File: config.mk
export PLATFORM = sky130hd
export DESIGN_NAME = seq_divider
export DESIGN_NICKNAME = d
export VERILOG_FILES = /design/src/rtl/cpu_alu_pkg.sv /design/src/rtl/div_step.sv /design/src/rtl/seq_divider.sv
export SDC_FILE = /design/constraint.sdc
export NUM_CORES = 1
export LEC_CHECK = 0
export CAP_MARGIN = 25
export CORE_MARGIN = 2
export CORE_UTILIZATION = 41
export CTS_CLUSTER_DIAMETER = 80
export DETAILED_ROUTE_END_ITERATION = 6
export PLACE_DENSITY = 0.64
export SYNTH_ARGS = -nofsm -noshare
export SYNTH_HDL_FRONTEND = slang
export SYNTH_SLANG_ARGS = --single-unit
File: constraint.sdc
create_clock -name clk -period 3.7 [get_ports clk]
set_clock_uncertainty 0.15 [all_clocks]
set_input_delay 0.74 -clock clk [delete_from_list [all_inputs] [get_ports clk]]
set_output_delay 0.74 -clock clk [all_outputs]
set_load 0.05 [all_outputs]
File: src/rtl/cpu_alu_pkg.sv
// cpu_alu_pkg: shared ALU definitions for the Booth multiplier and the sequential divider.
package cpu_alu_pkg;
    localparam int DIV_WIDTH = 32;
    typedef enum logic [1:0] {DIV_IDLE, DIV_RUN, DIV_SIGN, DIV_DONE} div_state_t;
    localparam logic HS_ON = 1'b1;
    localparam logic HS_OFF = 1'b0;
endpackage

File: src/rtl/div_step.sv
// div_step: one combinational restoring-division iteration on (P, Q, |divisor|).
module div_step #(
    parameter int WIDTH = 32
) (
    input  logic [WIDTH-1:0] p,
    input  logic [WIDTH-1:0] q,
    input  logic [WIDTH:0]   d,
    output logic [WIDTH-1:0] p_next,
    output logic [WIDTH-1:0] q_next
);
    logic [WIDTH:0] sp;
    logic ge;
    assign sp = {p, q[WIDTH-1]};
    assign ge = sp >= d;
    // P stays below |divisor| <= 2^(WIDTH-1), so the difference always fits WIDTH bits
    assign p_next = ge ? sp[WIDTH-1:0] - d[WIDTH-1:0] : sp[WIDTH-1:0];
    assign q_next = {q[WIDTH-2:0], ge};
endmodule

File: src/rtl/seq_divider.sv
// seq_divider: multi-cycle signed restoring divider, one quotient bit per clock.
// DIV_ZERO_TRAP_EN adds the div_zero output and a short path for a zero divisor.
module seq_divider
    import cpu_alu_pkg::*;
#(
    parameter int WIDTH = DIV_WIDTH
) (
    input  logic             clk,
    input  logic             clr,
    input  logic             start,
    input  logic [WIDTH-1:0] dividend,
    input  logic [WIDTH-1:0] divisor,
    output logic             busy,
    output logic             done,
    output logic [WIDTH-1:0] quotient,
    output logic [WIDTH-1:0] remainder
`ifdef DIV_ZERO_TRAP_EN
    ,
    output logic             div_zero
`endif
);
    localparam int CW = $clog2(WIDTH);
`ifdef DIV_ZERO_TRAP_EN
    localparam bit TRAP = 1'b1;
`else
    localparam bit TRAP = 1'b0;
`endif
    div_state_t state;
    logic [CW-1:0] count;
    logic [WIDTH-1:0] p, q, p_next, q_next, amag, bmag, rsrc;
    logic [WIDTH:0] dmag;
    logic sign_q, sign_r, zero;
    assign amag = dividend[WIDTH-1] ? -dividend : dividend;
    assign bmag = divisor[WIDTH-1] ? -divisor : divisor;
    // a trapped zero divisor never runs, so Q still holds |dividend|
    assign rsrc = (TRAP && zero) ? q : p;
    div_step #(.WIDTH(WIDTH)) u_step (
        .p(p),
        .q(q),
        .d(dmag),
        .p_next(p_next),
        .q_next(q_next)
    );
    always_ff @(posedge clk or negedge clr)
        if (!clr) begin
            state <= DIV_IDLE;
            busy <= HS_OFF;
            done <= HS_OFF;
            quotient <= '0;
            remainder <= '0;
            p <= '0;
            q <= '0;
            dmag <= '0;
            count <= '0;
            sign_q <= 1'b0;
            sign_r <= 1'b0;
            zero <= 1'b0;
        end else
            case (state)
                DIV_RUN: begin
                    p <= p_next;
                    q <= q_next;
                    count <= count - 1'b1;
                    if (count == '0) state <= DIV_SIGN;
                end
                DIV_SIGN: begin
                    quotient <= zero ? (TRAP ? '0 : q) : (sign_q ? -q : q);
                    remainder <= sign_r ? -rsrc : rsrc;
                    done <= HS_ON;
                    state <= DIV_DONE;
                end
                // DONE accepts a new start on the same edge that drops done
                default: begin
                    done <= HS_OFF;
                    if (start) begin
                        p <= '0;
                        q <= amag;
                        dmag <= {1'b0, bmag};
                        sign_q <= dividend[WIDTH-1] ^ divisor[WIDTH-1];
                        sign_r <= dividend[WIDTH-1];
                        zero <= divisor == '0;
                        count <= CW'(WIDTH - 1);
                        busy <= HS_ON;
                        state <= (TRAP && divisor == '0) ? DIV_SIGN : DIV_RUN;
                    end else begin
                        busy <= HS_OFF;
                        state <= DIV_IDLE;
                    end
                end
            endcase
`ifdef DIV_ZERO_TRAP_EN
    always_ff @(posedge clk or negedge clr)
        if (!clr) div_zero <= 1'b0;
        else if (start && (state == DIV_IDLE || state == DIV_DONE)) div_zero <= 1'b0;
        else if (state == DIV_SIGN) div_zero <= zero;
`endif
endmodule

# After elaboration in Yosys (flattened, before gate mapping)
# Cells that the tools add are included.
# W data, S select, Z words.
word_totals:
  regBits: 172
  latchBits: 0
  ram_bits: 0
  mem_bits_ro: 0
  word_cells: 48
  n_memories: 0
op_classes:
  n_addsub: 6
  multipliers: 0
  div: 0
  order_cmp: 1
  eq_ne: 3
  shifts: 0
  muxes: 17
  bitwise: 3
  n_reduce_logical: 6
ops:
  columns: ["op", "count"]
  rows:
  - ["$mux W32", 8]
  - ["$neg A32 Y32", 4]
  - ["$pmux W32 S2", 2]
  - ["$ge A33 B32 Y1", 1]
  - ["$logic_not A32 Y1", 1]
  - ["$sub A32 B32 Y32", 1]
  - ["$pmux W5 S2", 1]
  - ["$logic_not A5 Y1", 1]
  - ["$mux W5", 1]
  - ["$sub A5 B1 Y5 const B", 1]
  - ["$pmux W2 S2", 1]
  - ["$reduce_and A2 Y1", 2]
  - ["$eq A2 B1 Y1 const B", 1]
  - ["$eq A2 B2 Y1 const B", 1]
  - ["$mux W1", 2]
  - ["$mux W2", 1]
  - ["$ne A2 B2 Y1 const B", 1]
  - ["$not A1 Y1", 2]
  - ["$pmux W1 S2", 1]
  - ["$reduce_bool A2 Y1", 1]
  - ["$reduce_or A2 Y1", 1]
  - ["$xor A1 B1 Y1", 1]

# Logic depth before layout (Yosys ltp)
logic_depth:
  ltp_word: 4
  mapped_depth: 14
  ltp_nobuf: 13

# Modules after synthesis
# From an unflattened synthesis, not the netlist that was laid out.
unflattened:
  cells_unflattened: 1347
  hier_area_um2: 11868.9
modules_own_cells:
  columns: ["module", "n_inst", "cells_per_inst", "area_per_inst_um2", "seq_area_each_um2"]
  rows:
  - ["seq_divider", 1, 989, 9223.8, 4304.1]
  - ["div_step", 1, 358, 2645.0, 0.0]

# Least setup slack after synthesis
# No wires, ideal clock.
synth_path:
  path_type: "input to register"
  start: "input port dividend[4]"
  end: "register q[29]"
  setup_ns: 0.134
  arrival_ns: 3.049
  t_required_ns: 3.416
  path_slack_ns: 0.367
  stages: 9
  n_path_buf: 0
  cell_sequence: "nor4_2 nand2_1 or4_4 or3_4 nand2b_4 or4_4 o41ai_2 xor2_1 o22ai_1"
synth_via:
  elab_chain_len: 4
synth_rtl:
  columns: ["item", "line", "text"]
  rows:
  - ["start: declaration", "seq_divider.sv:11", "input logic [WIDTH-1:0] dividend,"]
  - ["$neg A32 Y32", "seq_divider.sv:33", "assign amag = dividend[WIDTH-1] ? -dividend : dividend;"]
  - ["$mux W32", "seq_divider.sv:33", null]
  - ["$mux W32", "seq_divider.sv:75", "if (start) begin"]
  - ["$pmux W32 S2", "seq_divider.sv:59", "case (state)"]
  - ["end signal: assignment", "seq_divider.sv:62", "q <= q_next;"]
  - ["end signal: assignment", "seq_divider.sv:77", "q <= amag;"]
  - ["end: declaration", "seq_divider.sv:30", "logic [WIDTH-1:0] p, q, p_next, q_next, amag, bmag, rsrc;"]
# Every way passes these cells. The select of a mux whose other input is x is not followed.
# A chain may end at the register's enable or synchronous reset.

# Final worst setup path
layout_path:
  start: "register p[28]"
  end: "register p[30]"
layout_via:
  elab_chain_len: 3
  word_cells_on_any_way: 4
layout_rtl:
  columns: ["item", "line", "text"]
  rows:
  - ["start: declaration", "seq_divider.sv:30", null]
  - ["start signal: assignment", "seq_divider.sv:61", "p <= p_next;"]
  - ["$sub A32 B32 Y32 / $ge A33 B32 Y1 (equally long branches)", "div_step.sv:16, div_step.sv:14", null]
  - ["$mux W32 (*)", "div_step.sv:16", "assign p_next = ge ? sp[WIDTH-1:0] - d[WIDTH-1:0] : sp[WIDTH-1:0];"]
  - ["$pmux W32 S2 (*)", "seq_divider.sv:59", null]
# Every way passes the cells marked *; elsewhere a longest branch is shown, timed or not.

==> results.tsv <==
metric	value	unit
final_core_util	52.1	%
rows	59	
dp_hpwl	23.1	mm
clock_tree.root_cell	clkbuf_16	
area_delta_synth_final	24.2	%
synth_edf_count	0	
fin_crit_sh	94.3	%
slew_headroom	34.2	%
first_pass_iters	5	
end_kind	flip-flop	
drv_slew	0	
fp.dieH	168	um
rsz0062_at_grt	false	
worst_r2r_path_depth	10	
hold_class	input pin to asynchronous set/reset pin	
syn-num-nets	1400	
cp.required	3.90	ns
cts_sinks	172	
status	finished, final reports clean	
syn_area	11000	um^2
critPathSlowestCell	or4_1	
stdcell_area	13700	um^2
setup_viol	0	
totalNegativeSetupSlack	0	ns
drive_above_1_share	8.60	%
async_flop_share	100	%
fmax	0.287	GHz
start_util	42.0	%
tightest_slew	0.984	ns
routedWlPerCell	17.0	um
portBuffers	132	
insertion_delay	0.44	ns
cts.repair.resized	0	
synth_cell_types	62	
crit_fanout	6	
crit_chain	ha_1, nand4_1, nor3_1, nand3_1, nor4_1, a2111oi_0, a21o_1, nand2b_1, or4_1, o21ai_0	
cts.path.max_buffers	2	
ant_nets	0	
gp_congestion	0.946	
hold_slack	0.139	ns
grt_max_degree	67	
ys_ff_latch	172	
core_area	26200	um^2
final-hold-violation-count	0	
dieArea	28200	um^2
first_iter_violations	743	
arrival	3.69	ns
fill_cells	2487	
vias	9787	
num_antenna_cells	0	
io_pins	133	
htreeDepth	4	
grt_pass1_vias	9210	
grt_overflow	0	
cts_tree	done	
ys_warn_count	0	
post-route-min-period	3.49	ns
grt_first_pass_wirelength	49.0	mm
hold_buffers	0	
syn_inst	1292	
synth_ff_type	dfrtp_1	
syn_area_per_cell	8.51	um^2
grt_usage	21.6	%
ys_seq_area_share	39.1	%
antenna_found_initial	0	
route.final.wire_length	30.4	mm
cts.clk_slew.worst_paths	0.08	ns
drc_errors	0	
numCtsBuffers	17	
die_x	168	um
final_common_cell	dfrtp_1	
final_cell_mix	dfrtp_1, a21oi_1, clkdlybuf4s50_1	
start_kind	flip-flop	
cts_setup_buffers	0	
layout.nets	1548	
placed_area	13000	um^2
max_stage_delay	0.51	ns
viasPerCell	5.47	
cap_violations	0	
crit_type	flip-flop to flip-flop	
[synthesized netlist by cell type (all sizes together), types with 3 or more instances]
| cell type | number | share of area (%) |
|---|---|---|
| a211oi | 4 | 0.27 |
| a21o | 16 | 1.1 |
| a21oi | 133 | 6.1 |
| a22oi | 12 | 0.82 |
| a31o | 3 | 0.24 |
| a31oi | 9 | 0.51 |
| a32oi | 6 | 0.48 |
| and2 | 3 | 0.17 |
| and3 | 5 | 0.28 |
| buf | 8 | 0.30 |
| clkbuf | 62 | 2.1 |
| dfrtp | 172 | 39 |
| ha | 40 | 4.6 |
| inv | 64 | 2.2 |
| mux2 | 7 | 0.72 |
| mux2i | 10 | 0.91 |
| nand2 | 120 | 4.1 |
| nand2b | 12 | 0.75 |
| nand3 | 17 | 0.77 |
| nand4 | 9 | 0.51 |
| nor2 | 124 | 4.2 |
| nor2b | 7 | 0.40 |
| nor3 | 19 | 0.86 |
| nor4 | 13 | 0.93 |
| o21ai | 128 | 5.8 |
| o21bai | 3 | 0.20 |
| o221ai | 3 | 0.24 |
| o22ai | 35 | 2.0 |
| o31ai | 28 | 1.9 |
| o41ai | 17 | 1.4 |
| or3 | 9 | 0.65 |
| or4 | 22 | 1.6 |
| xnor2 | 45 | 3.6 |
| xor2 | 103 | 8.2 |
[layer usage]
layer	routed length [um]	share of wire, %	GRT usage (%)
met1	15500	51	33.7
met2	12700	42	30.7
met3	1740	5.7	3.67
met4	494	1.6	6.12
met5	0	0	0
[per-stage QoR]
step / std cells / worst slack, ns
3_5_place_dp: 1756 / -0.221
3_3_place_gp: 1756 / -0.190
5_1_grt: 1788 / 0.0879
4_1_cts: 1788 / 0.249
2_1_floorplan: 1292 / 0.367
6_report: 1788 / 0.212
[final timing paths]
kind / startpoint / to / slack, ns
setup / recovery: p[28] / p[30] / 0.21
hold / removal: clr / dmag[7] / 0.14
setup reg to reg: p[28] / p[30] / 0.21
hold reg to reg: dmag[21] / dmag[21] / 0.33
max in group asynchronous: clr / quotient[7] / 2.46
min in group clk: dmag[21] / dmag[21] / 0.33
[state kept, by name (all words and copies together), names as in the netlist, 2 cells and up]
name,flops
q,32
remainder,32
state,2
count,5
p,32
quotient,32
dmag,32
[logic make-up (layout without fill, tap and decap cells)]
| kind of cell | after synthesis | count (layout) | share of synthesized area [%] |
|---|---|---|---|
| multiplexers | 17 | 17 | 1.63 |
| AO/OA/AOI/OAI | 413 | 413 | 22.3 |
| AND/OR/NAND/NOR | 366 | 366 | 15.7 |
| XOR/XNOR | 148 | 148 | 11.8 |
| buffers and inverters | 135 | 296 | 4.63 |
| adder cells (fa/ha/maj) | 41 | 41 | 4.73 |
| flip-flops | 172 | 172 | 39.1 |
[final cells by class]
cell class,count,area (um^2),share of cell area [%]
Multi-Input combinational cell,985,6210,45.5
Sequential cell,172,4300,31.5
Timing Repair Buffer,199,1860,13.6
Clock buffer,17,425,3.11
Tap cell,335,419,3.07
Inverter,65,244,1.79
Clock inverter,15,196,1.44
[critical path: cells and delay by family, from the launching register on]
family | cells | cell delay (ns)
AO/OA/AOI/OAI | 3 | 0.62
AND/OR/NAND/NOR | 6 | 1.75
adder cells (fa/ha/maj) | 1 | 0.44
flip-flops | 1 | 0.43
Power is left out: the tool's default activity adds up to more than one toggle a clock period on the data nets, which glitch-free logic cannot reach.
